[config.mk]
export PLATFORM = sky130hd
export DESIGN_NAME = vdp_vram_slot_arbiter_flat
export DESIGN_NICKNAME = d
export VERILOG_FILES = /design/src/rtl/vdp_vram_slot_arbiter_if.sv /design/src/rtl/vdp_vram_slot_arbiter.sv /design/src/flat_wrapper.sv
export SDC_FILE = /design/constraint.sdc
export NUM_CORES = 1
export LEC_CHECK = 0
export CAP_MARGIN = 15
export CORE_MARGIN = 5
export CORE_UTILIZATION = 53
export DETAILED_ROUTE_END_ITERATION = 8
export PLACE_DENSITY = 0.85
export SYNTH_ARGS = -nofsm -noshare
export SYNTH_HDL_FRONTEND = slang
export SYNTH_SLANG_ARGS = --single-unit
[constraint.sdc]
create_clock -name clk -period 5.5 [get_ports clk]
set_input_delay 1.375 -clock clk [delete_from_list [all_inputs] [get_ports clk]]
set_output_delay 1.375 -clock clk [all_outputs]
set_load 0.02 [all_outputs]
[src/rtl/vdp_vram_slot_arbiter_if.sv]
// Host request channel of the VDP VRAM slot arbiter.
// The host side uses the master modport, the arbiter the slave modport.
// Optional build macro: VDP_VRAM_HOST_READ_EN adds the host read request and response signals.
interface vdp_vram_slot_arbiter_if #(
  parameter int ADDR_W = 14
) ();
  logic              host_write_valid;
  logic              host_write_ready;
  logic [ADDR_W-1:0] host_write_address;
  logic [15:0]       host_write_data;
  logic [1:0]        host_write_en_mask;
`ifdef VDP_VRAM_HOST_READ_EN
  logic              host_read_valid;
  logic              host_read_ready;
  logic [ADDR_W-1:0] host_read_address;
  logic [31:0]       host_read_data;
  logic              host_read_data_valid;

  modport master (
    output host_write_valid, host_write_address, host_write_data, host_write_en_mask,
    input  host_write_ready,
    output host_read_valid, host_read_address,
    input  host_read_ready, host_read_data, host_read_data_valid
  );

  modport slave (
    input  host_write_valid, host_write_address, host_write_data, host_write_en_mask,
    output host_write_ready,
    input  host_read_valid, host_read_address,
    output host_read_ready, host_read_data, host_read_data_valid
  );
`else
  modport master (
    output host_write_valid, host_write_address, host_write_data, host_write_en_mask,
    input  host_write_ready
  );

  modport slave (
    input  host_write_valid, host_write_address, host_write_data, host_write_en_mask,
    output host_write_ready
  );
`endif
endinterface

[src/rtl/vdp_vram_slot_arbiter.sv]
// VDP VRAM slot arbiter: a slot wheel driven by the raster position shares
// the VRAM address bus between queued host accesses, the sprite fetch and
// reserved layer-fetch slots. Host requests are buffered in a small FIFO.
// Optional build macro: VDP_VRAM_HOST_READ_EN adds host reads that share
// the FIFO with writes (writes win when both request in the same cycle).
module vdp_vram_slot_arbiter #(
  parameter int SLOT_BITS       = 3,
  parameter int HOST_SLOT       = 0,
  parameter int SPRITE_SLOT     = 1,
  parameter int READ_LATENCY    = 3,
  parameter int FIFO_DEPTH_BITS = 2,
  parameter int ADDR_W          = 14
) (
  input  logic                     clk,
  input  logic                     reset,
  input  logic [10:0]              raster_x_offset,
  vdp_vram_slot_arbiter_if.slave   host,
  input  logic [ADDR_W-1:0]        vram_sprite_address,
  input  logic [15:0]              vram_read_data_even,
  input  logic [15:0]              vram_read_data_odd,
  output logic [ADDR_W-1:0]        vram_address,
  output logic [15:0]              vram_write_data_even,
  output logic [15:0]              vram_write_data_odd,
  output logic                     vram_we_even,
  output logic                     vram_we_odd,
  output logic                     vram_written,
  output logic                     vram_sprite_read_data_valid,
  output logic [FIFO_DEPTH_BITS:0] fifo_level
);
  localparam int DEPTH = 1 << FIFO_DEPTH_BITS;
  localparam logic [SLOT_BITS-1:0]       HOST_S         = SLOT_BITS'(HOST_SLOT);
  localparam logic [SLOT_BITS-1:0]       SPRITE_S       = SLOT_BITS'(SPRITE_SLOT);
  // Truncation to SLOT_BITS gives the wrap-around of the wheel.
  localparam logic [SLOT_BITS-1:0]       SPRITE_VALID_S = SLOT_BITS'(SPRITE_SLOT + 1 + READ_LATENCY);
  localparam logic [FIFO_DEPTH_BITS:0]   FULL_LEVEL     = (FIFO_DEPTH_BITS + 1)'(DEPTH);
  localparam logic [FIFO_DEPTH_BITS:0]   LEVEL_ZERO     = (FIFO_DEPTH_BITS + 1)'(0);
  localparam logic [FIFO_DEPTH_BITS:0]   LEVEL_ONE      = (FIFO_DEPTH_BITS + 1)'(1);
  localparam logic [FIFO_DEPTH_BITS-1:0] PTR_ZERO       = FIFO_DEPTH_BITS'(0);
  localparam logic [FIFO_DEPTH_BITS-1:0] PTR_ONE        = FIFO_DEPTH_BITS'(1);
  localparam logic [ADDR_W-1:0]          ADDR_ZERO      = ADDR_W'(0);

  logic [ADDR_W-1:0]          mem_addr_r [DEPTH];
  logic [15:0]                mem_data_r [DEPTH];
  logic [1:0]                 mem_mask_r [DEPTH];
  logic [FIFO_DEPTH_BITS-1:0] wr_ptr_r;
  logic [FIFO_DEPTH_BITS-1:0] rd_ptr_r;
  logic [FIFO_DEPTH_BITS:0]   level_r;

  logic [SLOT_BITS-1:0] slot_s;
  logic                 request_valid_s;
  logic                 ready_s;
  logic                 push_s;
  logic                 pop_s;
  logic                 head_rd_s;
  logic                 written_s;
  logic [ADDR_W-1:0]    push_addr_s;
  logic [15:0]          push_data_s;
  logic [1:0]           push_mask_s;
  logic [ADDR_W-1:0]    next_addr_s;
  logic [15:0]          next_data_s;
  logic [1:0]           next_mask_s;
  logic                 unused_s;

`ifdef VDP_VRAM_HOST_READ_EN
  logic                  mem_rd_r [DEPTH];
  logic                  push_rd_s;
  logic [READ_LATENCY:0] rd_pipe_r;
`endif

  // Select the request entering the queue; a write beats a read in the same cycle.
  always_comb begin
    push_addr_s = host.host_write_address;
    push_data_s = host.host_write_data;
    push_mask_s = host.host_write_en_mask;
`ifdef VDP_VRAM_HOST_READ_EN
    request_valid_s = host.host_write_valid | host.host_read_valid;
    if (host.host_write_valid) begin
      push_rd_s = 1'b0;
    end else begin
      push_addr_s = host.host_read_address;
      push_mask_s = 2'b00;
      push_rd_s   = 1'b1;
    end
    head_rd_s = mem_rd_r[rd_ptr_r];
`else
    request_valid_s = host.host_write_valid;
    head_rd_s       = 1'b0;
`endif
  end

  // Slot decode, queue handshake and next-cycle VRAM bus values.
  always_comb begin
    slot_s      = raster_x_offset[SLOT_BITS-1:0];
    // Ready looks only at the full flag, so a pop in the same cycle does not help.
    ready_s     = (level_r != FULL_LEVEL);
    push_s      = request_valid_s & ready_s;
    // The level is registered, so an entry becomes poppable only after its push edge.
    pop_s       = (slot_s == HOST_S) & (level_r != LEVEL_ZERO);
    next_addr_s = ADDR_ZERO;
    next_data_s = 16'h0000;
    next_mask_s = 2'b00;
    if (slot_s == HOST_S) begin
      if (pop_s) begin
        next_addr_s = mem_addr_r[rd_ptr_r];
        next_data_s = mem_data_r[rd_ptr_r];
        next_mask_s = mem_mask_r[rd_ptr_r];
      end else begin
        next_addr_s = ADDR_ZERO;
      end
    end else if (slot_s == SPRITE_S) begin
      next_addr_s = vram_sprite_address;
    end else begin
      // Reserved layer-fetch slots keep the bus idle.
      next_addr_s = ADDR_ZERO;
    end
    written_s = pop_s & ~head_rd_s & ~reset;
  end

  assign host.host_write_ready       = ready_s;
  assign vram_written                = written_s;
  assign vram_sprite_read_data_valid = (slot_s == SPRITE_VALID_S);
  assign fifo_level                  = level_r;

  // Queue pointers and occupancy; reset discards every pending entry.
  always_ff @(posedge clk) begin
    if (reset) begin
      wr_ptr_r <= PTR_ZERO;
      rd_ptr_r <= PTR_ZERO;
      level_r  <= LEVEL_ZERO;
    end else begin
      if (push_s) wr_ptr_r <= wr_ptr_r + PTR_ONE;
      if (pop_s)  rd_ptr_r <= rd_ptr_r + PTR_ONE;
      case ({push_s, pop_s})
        2'b10:   level_r <= level_r + LEVEL_ONE;
        2'b01:   level_r <= level_r - LEVEL_ONE;
        default: level_r <= level_r;
      endcase
    end
  end

  // Queue storage; contents need no reset because occupancy gates every read.
  always_ff @(posedge clk) begin
    if (push_s) begin
      mem_addr_r[wr_ptr_r] <= push_addr_s;
      mem_data_r[wr_ptr_r] <= push_data_s;
      mem_mask_r[wr_ptr_r] <= push_mask_s;
`ifdef VDP_VRAM_HOST_READ_EN
      mem_rd_r[wr_ptr_r]   <= push_rd_s;
`endif
    end
  end

  // Register the VRAM address, write data and write enables.
  always_ff @(posedge clk) begin
    if (reset) begin
      vram_address         <= ADDR_ZERO;
      vram_write_data_even <= 16'h0000;
      vram_write_data_odd  <= 16'h0000;
      vram_we_even         <= 1'b0;
      vram_we_odd          <= 1'b0;
    end else begin
      vram_address         <= next_addr_s;
      vram_write_data_even <= next_data_s;
      vram_write_data_odd  <= next_data_s;
      vram_we_even         <= next_mask_s[0];
      vram_we_odd          <= next_mask_s[1];
    end
  end

`ifdef VDP_VRAM_HOST_READ_EN
  assign host.host_read_ready = ready_s & ~host.host_write_valid;

  // Track each read pop until its data is on the VRAM read bus.
  always_ff @(posedge clk) begin
    if (reset) begin
      rd_pipe_r <= (READ_LATENCY + 1)'(0);
    end else begin
      rd_pipe_r <= {rd_pipe_r[READ_LATENCY-1:0], pop_s & head_rd_s};
    end
  end

  // The valid flag is registered; the data is presented from the bus in the
  // cycle it becomes valid, READ_LATENCY+1 cycles after the pop.
  assign host.host_read_data_valid = rd_pipe_r[READ_LATENCY];
  assign host.host_read_data = rd_pipe_r[READ_LATENCY] ?
                               {vram_read_data_odd, vram_read_data_even} : 32'h0000_0000;
  assign unused_s = ^raster_x_offset[10:SLOT_BITS];
`else
  assign unused_s = ^{vram_read_data_even, vram_read_data_odd, raster_x_offset[10:SLOT_BITS]};
`endif
endmodule

[src/flat_wrapper.sv]
// flat-port wrapper written by rule: the top's interface ports become plain ports
module vdp_vram_slot_arbiter_flat 
#(
  parameter int SLOT_BITS       = 3,
  parameter int HOST_SLOT       = 0,
  parameter int SPRITE_SLOT     = 1,
  parameter int READ_LATENCY    = 3,
  parameter int FIFO_DEPTH_BITS = 2,
  parameter int ADDR_W          = 14
)
  (clk, reset, raster_x_offset, vram_sprite_address, vram_read_data_even, vram_read_data_odd, vram_address, vram_write_data_even, vram_write_data_odd, vram_we_even, vram_we_odd, vram_written, vram_sprite_read_data_valid, fifo_level, host_host_write_valid, host_host_write_address, host_host_write_data, host_host_write_en_mask, host_host_write_ready);
  vdp_vram_slot_arbiter_if #(.ADDR_W(ADDR_W)) host_i ();
  input  logic clk;
  input  logic reset;
  input  logic [10:0] raster_x_offset;
  input  logic [ADDR_W-1:0] vram_sprite_address;
  input  logic [15:0] vram_read_data_even;
  input  logic [15:0] vram_read_data_odd;
  output logic [ADDR_W-1:0] vram_address;
  output logic [15:0] vram_write_data_even;
  output logic [15:0] vram_write_data_odd;
  output logic vram_we_even;
  output logic vram_we_odd;
  output logic vram_written;
  output logic vram_sprite_read_data_valid;
  output logic [FIFO_DEPTH_BITS:0] fifo_level;
  input wire logic [$bits(host_i.host_write_valid)-1:0] host_host_write_valid;
  input wire logic [$bits(host_i.host_write_address)-1:0] host_host_write_address;
  input wire logic [$bits(host_i.host_write_data)-1:0] host_host_write_data;
  input wire logic [$bits(host_i.host_write_en_mask)-1:0] host_host_write_en_mask;
  output wire logic [$bits(host_i.host_write_ready)-1:0] host_host_write_ready;
  assign host_i.host_write_valid = host_host_write_valid;
  assign host_i.host_write_address = host_host_write_address;
  assign host_i.host_write_data = host_host_write_data;
  assign host_i.host_write_en_mask = host_host_write_en_mask;
  assign host_host_write_ready = host_i.host_write_ready;
  vdp_vram_slot_arbiter #(.SLOT_BITS(SLOT_BITS), .HOST_SLOT(HOST_SLOT), .SPRITE_SLOT(SPRITE_SLOT), .READ_LATENCY(READ_LATENCY), .FIFO_DEPTH_BITS(FIFO_DEPTH_BITS), .ADDR_W(ADDR_W)) u_core (.clk(clk), .reset(reset), .raster_x_offset(raster_x_offset), .host(host_i), .vram_sprite_address(vram_sprite_address), .vram_read_data_even(vram_read_data_even), .vram_read_data_odd(vram_read_data_odd), .vram_address(vram_address), .vram_write_data_even(vram_write_data_even), .vram_write_data_odd(vram_write_data_odd), .vram_we_even(vram_we_even), .vram_we_odd(vram_we_odd), .vram_written(vram_written), .vram_sprite_read_data_valid(vram_sprite_read_data_valid), .fifo_level(fifo_level));
endmodule
* Yosys cells after proc, flatten, opt, wreduce, memory -nomap -nowiden
Memories as Yosys holds them, arrays and structs flattened. A register that Yosys moved wholly into a read port is not among the register bits. Cells that the tools add are included.
Storage, ports and cells: register bits 21, bits of input ports 92, bits in read-only memories 0, memories kept 3, word-level logic and storage cells 34, bits in writable memories 128, latch bits 0
Memories:
- u_core.mem_data_r | depth 4, bits a word 16, rd ports 1, clocked after memory_dff 1, wr ports 1, RTL line vdp_vram_slot_arbiter.sv:43 | logic [15:0] mem_data_r [DEPTH];
- u_core.mem_addr_r | depth 4, bits a word 14, rd ports 1, clocked after memory_dff 1, wr ports 1, RTL line vdp_vram_slot_arbiter.sv:42 | logic [ADDR_W-1:0] mem_addr_r [DEPTH];
- u_core.mem_mask_r | depth 4, bits a word 2, rd ports 1, clocked after memory_dff 1, wr ports 1, RTL line vdp_vram_slot_arbiter.sv:44 | logic [1:0] mem_mask_r [DEPTH];
Operators by class: eq/ne operators 5, reductions and logical operators 4, bitwise operators 6, multiply operators 0, divide/modulo/power cells 0, add/sub/neg operators 4, $lt $le $gt $ge 0, shift operators 0, mux-type cells 8
Operators with widths (count):
- two-way mux 14 bit | 3
- one-hot mux 3 bit (2 select lines) | 1
- adder 2 x 1 -> 2 bit, second input constant | 2
- two-way mux 2 bit | 2
- adder 3 x 1 -> 3 bit, second input constant | 1
- AND 1 bit | 3
- equality test 3 x 1 -> 1 bit, second input constant | 1
- equality test 3 bit, second input constant | 1
- logical NOT 3 bit | 1
- != test 3 bit, second input constant | 1
- NOT 1 bit | 3
- nonzero test 3 bit | 1
- OR reduction 3 bit | 1
- subtractor 3 x 1 -> 3 bit, second input constant | 1
- equality test 2 x 1 -> 1 bit, second input constant | 1
- equality test 2 bit, second input constant | 1
- two-way mux 1 bit | 2
- nonzero test 2 bit | 1

* Longest topological paths before layout
Gate-level depths: netlist (run 1).
word-level depth 4, mapped depth 9

* Worst setup path after synthesis (run 1)
Ideal clock, no wire load.
path kind input -> output, from in raster_x_offset[1], to out vram_written, data arrival time 2203 ps, buffers on the path 1, stages 3, slack 1922 ps, required time 4125 ps, cell sequence or3_4 -> nor3_4 -> buf_2
On the way: word-level cells in the longest chain between the ends 3
Ends and longest elaborated chain:
- start, declared | RTL line flat_wrapper.sv:15 | input logic [10:0] raster_x_offset;
- logical NOT 3 bit | RTL line vdp_vram_slot_arbiter.sv:98 | pop_s = (slot_s == HOST_S) & (level_r != LEVEL_ZERO);
- AND 1 bit | RTL line vdp_vram_slot_arbiter.sv:98
- AND 1 bit | RTL line vdp_vram_slot_arbiter.sv:116 | written_s = pop_s & ~head_rd_s & ~reset;
- end, declared | RTL line flat_wrapper.sv:24 | output logic vram_written;
Every way passes these cells.

* Worst setup path after layout (run 1)
Same ends and word-level chain as after synthesis.

==> results of run 1 <==
-- worst max-delay path by stage --
stage	from	to	cells after the start	slack (ns)
3_5_place_dp	raster_x_offset[1]	vram_written	4	0.97
3_3_place_gp	raster_x_offset[1]	vram_written	4	0.97
2_1_floorplan	raster_x_offset[1]	vram_written	3	1.92
6_report	raster_x_offset[1]	vram_written	4	1.0
5_1_grt	raster_x_offset[1]	vram_written	4	0.95
4_1_cts	raster_x_offset[1]	vram_written	4	0.96
-- cells in the final DEF (no fill, tap or decap), types with 2 or more instances in the layout --
cell and instances:
a21o_1 2, a21oi_1 7, a22o_1 14, and2_1 18
and3_2 4, buf_4 3, bufinv_16 3, clkbuf_16 17
clkdlybuf4s50_1 105, clkinv_2 6, clkinvlp_4 3, dfxtp_1 41
edfxtp_1 128, ha_1 5, inv_1 6, mux4_2 32
nand3_1 2, nor2_1 4, o21ai_0 2, or3_1 2
xor2_1 2
-- where the power goes --
part | switching (mW) | leakage (nW) | internal, mW | total (mW)
sequential | 0.0178 | 1.51 | 1.43 | 1.44
combinational | 0.0871 | 0.799 | 0.0949 | 0.182
clock | 0.459 | 0.289 | 0.718 | 1.18
total | 0.564 | 2.59 | 2.24 | 2.80
-- through the flow --
stage	instance area [sq um]	hold slack [ns]	setup slack, ns
6_report	7807	0.5627	0.9971
2_1_floorplan	6151	0.5670	1.922
3_3_place_gp	7213	0.5172	0.9749
4_1_cts	7807	0.5446	0.9640
3_5_place_dp	7213	0.5342	0.9747
5_1_grt	7807	0.5808	0.9462
-- cells by family after synthesis --
kind of cell	share of synthesized area (%)
DFF	75.83
AOI/OAI and AO/OA	3.092
xor gates and xnor gates	0.2848
muxes	11.72
and+or+nand+nor	4.190
adders and majority gates	1.343
buffers and inverters	3.539
-- tightest hold or removal path, stage by stage (launching register included) --
cell and delay [ns]:
dfxtp_1 0.35, o21ai_0 0.10, a21oi_1 0.07
-- state kept, by name, indices dropped and copies added, names as in the netlist, named ones only --
name and count:
u_core.rd_ptr_r 2, u_core.fifo_level 3, u_core.wr_ptr_r 2, u_core.mem_addr_r 56, u_core.mem_mask_r 8, u_core.vram_we_odd 1
u_core.vram_address 14, u_core.mem_data_r 64, u_core.vram_we_even 1, u_core.vram_write_data_even 16
-- cell type report --
type	instances	area, sq um	share of cell area [%]
flip-flops and latches	169	4664	59.74
multi-input cells	104	1274	16.31
repair buffers	108	1074	13.75
clock buffers	18	439.2	5.625
well taps	143	178.9	2.292
clock inverters	14	155.1	1.987
inverters	6	22.52	0.2885
-- per-layer routing --
metal  up-vias  wire (microns)
met2        97            5617
li1       1393               -
met1      1571            4420
met4         0             229
met5         -               0
met3        20             654
-- cells in the mapped netlist --
cell / count
or3_1: 2
or3_4: 1
a22o_1: 14
a21oi_1: 7
or3b_1: 1
o31ai_1: 1
and3_1: 4
mux4_2: 32
o21ai_0: 2
nand2_1: 1
nor3_2: 1
nor2_1: 4
nor4b_2: 1
inv_1: 6
and2_1: 18
dfxtp_1: 41
buf_1: 1
edfxtp_1: 128
a21o_1: 2
buf_2: 6
or4_1: 1
nand3_1: 2
clkbuf_1: 4
fa_1: 1
xor2_1: 2
and3b_2: 1
buf_4: 18
ha_1: 5
nor3_4: 1
buf_6: 1
==> metrics.txt, run 1 <==
most frequent CP cell=clkdlybuf4s50_1; average routed wire per standard cell=19.43 microns; worst reg-to-reg setup slack=3.16 ns; Hold Crit Endpoint=u_core.fifo_level[2]$_SDFFE_PP0P_; status=completed; setup bufs post-CTS=0; worst r2r src=u_core.fifo_level[2]$_SDFFE_PP0P_; Yosys cell types=30; CTS tree=built; largest net degree at the start of global routing=33; Worst EP arrival=3.13 ns; Worst EP required=4.12 ns; family with the most delay on the worst path=buffers and inverters; die area=13860 sq um; f_max=0.2221 GHz; Clock Tree Buf Depth=2; Reg2Reg Depth=8; peak supply drop=0.0001954 V; CP Class=in -> out; Detailed Route WL=10.92 mm; Reg clk slew, reported paths=0.06 ns; nature of the critical path endpoint=output pin; antenna diode count=0; fin. max-slew vios=0; placed cells=530; io pins=146; Post-Syn Nets=407; Starting Density=53.87%; vias in the first global route=3285; CP peak stage delay=0.65 ns; Post-Syn Instances=309; post-synthesis sequential area ratio=75.83%; Tcrit/Tclk final=81.87%; TritonRoute pass-1 iters=4; top cell type's share of synthesized area=62.49%; Fin. Hold Viols=0; Hold Crit Class=reg -> reg; die height=117.7 microns; top cells by area, synth=edfxtp_1 (62%), dfxtp_1 (13%), mux4_2 (12%); RSZ-0062 raised after global routing=no; final std cells w/o fill=562; Vias=3081; drt initial violations=123; gr ovfl total=0; nets@finish=504; GP Congestion=0.7075; Global Route met3 Usage=6.103%; post-layout util=68.38%; row count=39; Worst setup SP type=primary input; clk_skew=0.006392 ns; Hold Startpoint=u_core.fifo_level[2]$_SDFFE_PP0P_; DRC=0; Crit Path Max Fanout=6; met2 Use GR=27.30%; share of cells above drive strength 1=17.90%; min cycle time layout=4.503 ns; Vias/cell=5.482; leading area contributor after synthesis=edfxtp_1; Die W=117.7 microns; Post-Syn Area per Cell=19.91 sq um; Lkg Pwr=2.595 nW; max-cap violation count=0; Setup violations, final=0; Skew-Pair Late Insertion Delay=0.42 ns; synthesized flop and latch total=169; Num CTS Buffers=17; Clk Tree Root Cell=clkbuf_16; Synth-to-Final Area Change=26.93%; Post-CTS Hold Buffers=0; Worst Tran Pin Value=1.081 ns; Fillers=748; PostCTS Resize Cnt=0; GRT busiest layer=met2; Tot GR Track Use=16.71%; total power=2.803 mW; Core ar.=11420 sq um; Ys Warns=0; Post-DRT Antenna Nets=0; Cells on Worst Hold Path=2; CTS HTree Levels=4; first-pass GRT wire length=17.35 mm; antenna violations before repair=0; hpwl dp=6.775 mm; input/output buffers=105; CTS Sinks=169; Bufs and invs on worst path=2; Post-Syn Area=6151 sq um; met1 Use GR=19.85%; Worst path slowest cell=clkdlybuf4s50_1; worst-path cell chain=clkdlybuf4s50_1, or3_4, nor3_4, clkdlybuf4s50_1; setup_tns=0 ns; worst reg2reg path endpoint=u_core.fifo_level[2]$_SDFFE_PP0P_; relative slew slack=27.84%; PwrDens=359.0 nW/um^2
Power figures use the tool's default switching activity.
==> run 2: changes to the inputs <==
--- a/config.mk
+++ b/config.mk
@@ -7,9 +7,9 @@
 export LEC_CHECK = 0
 export CAP_MARGIN = 15
 export CORE_MARGIN = 5
-export CORE_UTILIZATION = 53
+export CORE_UTILIZATION = 49
 export DETAILED_ROUTE_END_ITERATION = 8
-export PLACE_DENSITY = 0.85
+export PLACE_DENSITY = 0.8
 export SYNTH_ARGS = -nofsm -noshare
 export SYNTH_HDL_FRONTEND = slang
 export SYNTH_SLANG_ARGS = --single-unit
==> constraint.sdc (replaced) <==
create_clock -name clk -period 4.3 [get_ports clk]
set_input_delay 1.075 -clock clk [delete_from_list [all_inputs] [get_ports clk]]
set_output_delay 1.075 -clock clk [all_outputs]
set_load 0.02 [all_outputs]
==> metrics.txt, run 2 (synthesis gave the netlist of run 1 again) <==
fin. max-slew vios=0; Worst Tran Pin Value=1.011 ns; antenna diode count=0; Starting Density=49.34%; Clk Tree Root Cell=clkbuf_16; Lkg Pwr=2.587 nW; worst r2r src=u_core.fifo_level[2]$_SDFFE_PP0P_; Setup violations, final=0; Crit Path Max Fanout=6; Cells on Worst Hold Path=2; Reg2Reg Depth=8; CTS HTree Levels=4; peak supply drop=0.0004020 V; worst reg2reg path endpoint=u_core.fifo_level[2]$_SDFFE_PP0P_; drt initial violations=190; Skew-Pair Late Insertion Delay=0.42 ns; Hold Crit Class=reg -> reg; clk_skew=0.009116 ns; Tot GR Track Use=16.28%; CTS Sinks=169; Core ar.=12470 sq um; setup bufs post-CTS=0; Detailed Route WL=11.27 mm; Top reg by flops=u_core.mem_data_r; die area=14890 sq um; worst-path cell chain=clkdlybuf4s50_1, or3_4, nor3_4, clkdlybuf4s50_1; Worst EP required=3.22 ns; Die W=122.0 microns; biggest regs=u_core.mem_data_r (64), u_core.mem_addr_r (56), u_core.vram_write_data_even (16); Placed Area=7257 sq um; Synth-to-Final Area Change=27.14%; min cycle time layout=3.955 ns; Reg clk slew, reported paths=0.06 ns; Tcrit/Tclk final=91.98%; vias in the first global route=3267; DRC=0; nets@finish=505; TritonRoute pass-1 iters=4; hpwl dp=6.770 mm; die height=122.0 microns; CP Class=in -> out; nature of the critical path endpoint=output pin; CP peak stage delay=0.67 ns; Clock Tree Buf Depth=2; Post-CTS Hold Buffers=0; CTS tree=built; PwrDens=448.6 nW/um^2; Hold Crit Endpoint=u_core.fifo_level[2]$_SDFFE_PP0P_; antenna violations before repair=0; PostCTS Resize Cnt=0; total power=3.508 mW; RSZ-0062 raised after global routing=no; Worst setup SP type=primary input; row count=41; average routed wire per standard cell=19.04 microns; Hold Startpoint=u_core.fifo_level[2]$_SDFFE_PP0P_; most common cell after layout, fill and taps aside=edfxtp_1; io pins=146; f_max=0.2528 GHz; Vias/cell=5.150; CP startpoint=raster_x_offset[1]; Fin. Hold Viols=0; most frequent cells in the layout=edfxtp_1 (128), clkdlybuf4s50_1 (105), dfxtp_1 (41); Fillers=925; max reg flops=64; post-route cell area=7820 sq um; Worst EP arrival=2.88 ns; max-cap violation count=0; Vias=3049; setup_tns=0 ns; first-pass GRT wire length=17.62 mm; gr ovfl total=0; Num CTS Buffers=17; Post-DRT Antenna Nets=0; GP Congestion=0.6754; input/output buffers=105; relative slew slack=32.52%; most frequent CP cell=clkdlybuf4s50_1; Worst path slowest cell=clkdlybuf4s50_1; share of cells above drive strength 1=18.10%; largest net degree at the start of global routing=33; status=completed; worst reg-to-reg setup slack=1.92 ns
run 2: per-stage QoR:
stage | cells | hold slack, ns | worst slack, ns | util [%]
6_report | 592 | 0.5475 | 0.3448 | 62.73
5_1_grt | 592 | 0.5757 | 0.2903 | 62.73
4_1_cts | 592 | 0.5549 | 0.3047 | 62.73
3_5_place_dp | 560 | 0.5468 | 0.3039 | 58.22
3_3_place_gp | 560 | 0.5137 | 0.3270 | 58.22
2_1_floorplan | 309 | 0.5670 | 1.322 | -
run 2: worst max path at each step:
stage | endpoint | slack, ns | cells after the start
after floorplan | vram_written | 1.32 | 3
after global placement | vram_written | 0.33 | 4
after detailed placement | vram_written | 0.30 | 4
after CTS | vram_written | 0.30 | 4
after global routing | vram_written | 0.29 | 4
final | vram_written | 0.34 | 4
run 2: cell type report:
class	instances	area, sq um	share of cell area [%]
flip-flops and latches	169	4664	59.65
multi-input cells	104	1274	16.29
repair buffers	109	1081	13.82
clock buffers	19	442.9	5.664
well taps	172	215.2	2.752
clock inverters	13	120.1	1.536
inverters	6	22.52	0.2880
run 2: per-layer routing:
metal  vias to the layer above  track usage (%)  wire [microns]
li1                       1392                -               -
met1                      1532            20.10            4621
met2                       111            25.97            5600
met3                        14            5.989             882
met4                         0            7.073             168
met5                         -                0               0
run 2: power by group:
part | switching [mW] | internal [mW]
Clock | 0.608 | 0.818
Combinational | 0.113 | 0.122
Sequential | 0.0232 | 1.82
Total | 0.745 | 2.76
run 2: worst max-delay path: cells and delay by family:
family                 cells  cell delay [ns]
buffers and inverters      2             1.12
and+or+nand+nor            2             0.69
